### src/rtl/collision_event_filter.sv
// collision_event_filter: per-zone frame hit counting, threshold, confirmation and hold-off, with events issued one at a time over valid/ack.
// Optional COLLISION_STATS_EN adds event_count and last_cnt outputs.
module collision_event_filter #(
  parameter int NUM_ZONES       = 5,
  parameter int PIXEL_THRESHOLD = 50,
  parameter int CNT_W           = 12,
  parameter int CONFIRM_FRAMES  = 2,
  parameter int HOLDOFF_FRAMES  = 30,
  localparam int ZW   = (NUM_ZONES > 1) ? $clog2(NUM_ZONES) : 1,
  localparam int CF_W = $clog2(CONFIRM_FRAMES + 1),
  localparam int HO_W = (HOLDOFF_FRAMES > 0) ? $clog2(HOLDOFF_FRAMES + 1) : 1
) (
  input  logic                 clk_25MHz,
  input  logic                 reset,
  input  logic                 frame_start,
  input  logic                 frame_end,
  input  logic [NUM_ZONES-1:0] collision_hit,
  input  logic [NUM_ZONES-1:0] zone_en,
  output logic                 event_valid,
  output logic [ZW-1:0]        event_zone,
  input  logic                 event_ack
`ifdef COLLISION_STATS_EN
  ,
  output logic [15:0]          event_count,
  output logic [CNT_W-1:0]     last_cnt
`endif
);
  typedef enum logic {IDLE, SHOW} state_t;
  state_t               state_q, state_d;
  logic [ZW-1:0]        zone_q, zone_d, sel;
  logic [NUM_ZONES-1:0] pend_q, pend_d, hit;
  logic [CNT_W-1:0]     cnt_q [NUM_ZONES];
  logic [CNT_W-1:0]     cnt_d [NUM_ZONES];
  logic [CNT_W-1:0]     cnt_inc [NUM_ZONES];
  logic [CF_W-1:0]      conf_q [NUM_ZONES];
  logic [CF_W-1:0]      conf_d [NUM_ZONES];
  logic [HO_W-1:0]      hold_q [NUM_ZONES];
  logic [HO_W-1:0]      hold_d [NUM_ZONES];
  always_comb begin
    hit = '0;
    for (int z = 0; z < NUM_ZONES; z++) begin
      cnt_inc[z] = (collision_hit[z] && zone_en[z] && cnt_q[z] != '1) ? cnt_q[z] + 1'b1 : cnt_q[z];
      hit[z] = cnt_inc[z] >= CNT_W'(PIXEL_THRESHOLD);
    end
  end
  always_comb begin
    sel = '0;
    for (int z = NUM_ZONES - 1; z >= 0; z--)
      if (pend_q[z]) sel = ZW'(z);
  end
  always_comb begin
    state_d = state_q;
    zone_d  = zone_q;
    pend_d  = pend_q;
    cnt_d   = cnt_q;
    conf_d  = conf_q;
    hold_d  = hold_q;
    if (state_q == IDLE && |pend_q) begin
      state_d     = SHOW;
      zone_d      = sel;
      pend_d[sel] = 1'b0;
    end else if (state_q == SHOW && event_ack) begin
      state_d = IDLE;
    end
    for (int z = 0; z < NUM_ZONES; z++) begin
      if (frame_end) begin
        // a completed confirmation run always restarts, so a blocked zone must re-confirm
        if (hit[z] && conf_q[z] == CF_W'(CONFIRM_FRAMES - 1)) begin
          conf_d[z] = '0;
          if (hold_q[z] == '0 && !pend_q[z] && !(state_q == SHOW && zone_q == ZW'(z))) pend_d[z] = 1'b1;
        end else begin
          conf_d[z] = hit[z] ? conf_q[z] + 1'b1 : '0;
        end
        hold_d[z] = (hold_q[z] != '0) ? hold_q[z] - 1'b1 : hold_q[z];
      end
      cnt_d[z] = frame_start ? CNT_W'(collision_hit[z] && zone_en[z]) : cnt_inc[z];
      if (!zone_en[z]) begin
        cnt_d[z]  = '0;
        conf_d[z] = '0;
        pend_d[z] = 1'b0;
      end
    end
    if (state_q == SHOW && event_ack) hold_d[zone_q] = HO_W'(HOLDOFF_FRAMES);
  end
  always_ff @(posedge clk_25MHz) begin
    if (reset) begin
      state_q <= IDLE;
      zone_q  <= '0;
      pend_q  <= '0;
      cnt_q   <= '{default: '0};
      conf_q  <= '{default: '0};
      hold_q  <= '{default: '0};
    end else begin
      state_q <= state_d;
      zone_q  <= zone_d;
      pend_q  <= pend_d;
      cnt_q   <= cnt_d;
      conf_q  <= conf_d;
      hold_q  <= hold_d;
    end
  end
  assign event_valid = state_q == SHOW;
  assign event_zone  = zone_q;
`ifdef COLLISION_STATS_EN
  logic [15:0]      event_count_q;
  logic [CNT_W-1:0] last_cnt_q;
  always_ff @(posedge clk_25MHz) begin
    if (reset) begin
      event_count_q <= '0;
      last_cnt_q    <= '0;
    end else begin
      if (frame_end) last_cnt_q <= cnt_inc[0];
      if (state_q == SHOW && event_ack && event_count_q != 16'hFFFF) event_count_q <= event_count_q + 16'd1;
    end
  end
  assign event_count = event_count_q;
  assign last_cnt    = last_cnt_q;
`endif
endmodule

### config.mk
export PLATFORM = sky130hd
export DESIGN_NAME = collision_event_filter
export DESIGN_NICKNAME = d
export VERILOG_FILES = /design/src/rtl/collision_event_filter.sv
export SDC_FILE = /design/constraint.sdc
export NUM_CORES = 1
export LEC_CHECK = 0
export ABC_AREA = 1
export CAP_MARGIN = 0
export CORE_ASPECT_RATIO = 0.6
export CORE_MARGIN = 2
export CORE_UTILIZATION = 35
export CTS_BUF_LIST = sky130_fd_sc_hd__clkbuf_4
export DETAILED_ROUTE_END_ITERATION = 10
export PLACE_DENSITY_LB_ADDON = 0.15
export SLEW_MARGIN = 30
export SYNTH_ARGS = -nofsm -noshare
export SYNTH_HDL_FRONTEND = slang
export SYNTH_SLANG_ARGS = --single-unit
### constraint.sdc
create_clock -name clk_25MHz -period 2.6 [get_ports clk_25MHz]
set_input_delay 0.65 -clock clk_25MHz [delete_from_list [all_inputs] [get_ports clk_25MHz]]
set_output_delay 0.65 -clock clk_25MHz [all_outputs]
set_load 0.02 [all_outputs]
==> summary.txt <==
Worst-path clk slew = 180 ps
power per cell area = 553 nW/um2
CTS H-tree depth = 3
Setup crit end kind = primary output
worst-path fanout max = 7
Net Count, Synth = 950
Setup CP Type = reg2out
cts repair resizes = 0
main combinational cell family by area after synthesis = simple AND/OR/NAND/NOR gates
initial antenna violation count = 0
largest net degree at the start of global routing = 24
vias in the first global route = 4693
Post-Syn Area = 5930 um2
Avg Cell Area, Syn = 6.44 um2
maxcap violations = 0
sequential share of the synthesized area = 0.351
f_max = 0.435 GHz
Layout area overhead = 9.80%
flop2flop setup slack = 590 ps
Hold Vio Cnt, Final = 0
postcts setup bufs = 0
root buf cell = clkbuf_4
total CTS buffers = 9
CP Launch Type = flop
DRC viols = 0
Adder-Cell Fraction of Synth Area = 0.0317
Final Wtd Congestion = 0.818
synth top area cells = dfxtp_1, nand2_1, inv_1
setup TNS = 0 ps
Placement Rows = 36
CTS sink count = 104
simple-gate share of the synthesized area = 0.392
xor/xnor share of the synthesized area = 0.0340
Synth top area share = 0.351
die height = 105 um
final non-filler cell total = 1175
die area = 18000 um2
IO Port Bufs = 18
number of flops mapped to enable cells by yosys = 0
WP buf/inv = 1
CTS tree = yes
dpl hpwl = 10.2 mm
Remaining Overflow, GRT = 0
unrepaired setup endpoints after global routing = no
Core ar. = 16400 um2
status = finished clean
Vias = 5418
critical-path cell list = clkdlybuf4s50_1
Netlist cell types = 37
DRT Wirelength = 13.6 mm
Mapped Cells = 920
Antenna diodes = 0
fin crit share = 0.885
DRT iter0 DRCs = 336
DR WL/cell = 11.6 um
vias per cell = 4.61
clk_lat worst skew = 480 ps
share of layout cells above drive strength 1 = 0.0623
CP required = 1950 ps
gr usage total = 0.159
I/O Pins = 19
Seq cells post-synth = 104
Min Clock Period, post-route = 2300 ps
top cells by count, synth = nand2_1, inv_1, nor2_1
Slowest-stage cell, CP = clkdlybuf4s50_1
cts hold-fix bufs = 0
DP Area = 6390 um2
post-synthesis compound-gate area fraction = 0.0883
most frequent cell after synthesis = nand2_1
global-route wire length before repair = 23.2 mm
Worst Tran Pin Value = 487 ps
Die Wd = 172 um
CP max stage delay = 660 ps
final instance area = 6510 um2
asr flop ratio synth = 0
Main synth FF type = dfxtp_1
Synth Warn # = 0
Synth area leader = dfxtp_1
Slew Viols, Final = 0
Initial Util = 0.361
clk_skew = 24.7 ps
Total Power = 3.60 mW
nets = 972
post-synthesis mux area share = 0
antenna violation net count after detailed routing = 0
TritonRoute pass-1 iters = 5
final setup violation count = 0
CP top delay family = buffers and inverters
Arr. time, crit path = 1650 ps
Clock Tree Buf Depth = 2
Max VDD drop = 193 uV
placed insts = 1159
Hold Path Class = reg2reg
Lkg Pwr = 2.59 nW
max_slew headroom = 0.674
-- flip-flops by register name, summed over array words and instances (netlist names) --
register,cells
cnt_q,60
conf_q,10
event_zone,3
hold_q,25
pend_q,5
event_valid,1
-- layout by cell type (no fill, tap or decap), drive strengths merged --
cell and count:
nand4 22, a31oi 3, or2 3, nor4b 1, clkdlybuf4s50 18, a22oi 1, ha 15, xor2 19
nand2 268, o211ai 5, a2bb2oi 1, inv 139, nor2 127, o21a 1, a211oi 12, a21boi 1
nor3 20, nor4 3, clkinvlp 1, clkbuf 10, clkinv 5, buf 11, xnor2 4, nand3b 8
o21ai 21, a21oi 48, dfxtp 104, nand3 76
-- area by class of cell --
| cell class | count | area (um2) |
|---|---|---|
| inverters | 139 | 522 |
| repair buffers | 29 | 263 |
| clock buffers | 10 | 75.1 |
| fillers | 1786 | 9890 |
| multi-input cells | 659 | 3240 |
| well taps | 228 | 285 |
| flip-flops and latches | 104 | 2080 |
| clock inverters | 6 | 42.5 |
-- power breakdown --
| part | switching (mW) | internal, mW |
|---|---|---|
| Combinational | 0.593 | 0.390 |
| Clock | 0.587 | 0.214 |
| Sequential | 0.0650 | 1.75 |
| Total | 1.24 | 2.35 |
-- worst paths after layout --
kind	start	endpoint	cells past startpoint
max	event_valid	event_valid	1
min	hold_q[10]	hold_q[10]	1
max reg2reg	cnt_q[48]	conf_q[8]	10
min reg2reg	hold_q[10]	hold_q[10]	1
-- metrics by stage --
stage	utilization	setup slack [ps]	hold WS, ps
2_1_floorplan	-	856	427
3_3_place_gp	0.390	111	445
3_5_place_dp	0.390	81.0	446
4_1_cts	0.397	231	473
5_1_grt	0.397	182	496
6_report	0.397	300	469
-- kinds of logic after synthesis --
logic type	after synthesis
flip-flops	104
AND/OR/NAND/NOR	528
adder cells (fa/ha/maj)	15
AO/OA/AOI/OAI	93
buffers and inverters	157
XOR/XNOR	23
-- routing by layer --
layer	vias up	GRT usage	routed length [um]
met2	60	0.215	5130
met1	2372	0.254	8020
li1	2981	-	-
met4	0	0.0234	60
met3	5	0.0375	391
met5	-	0	0
(Power assumes the default switching activity.)
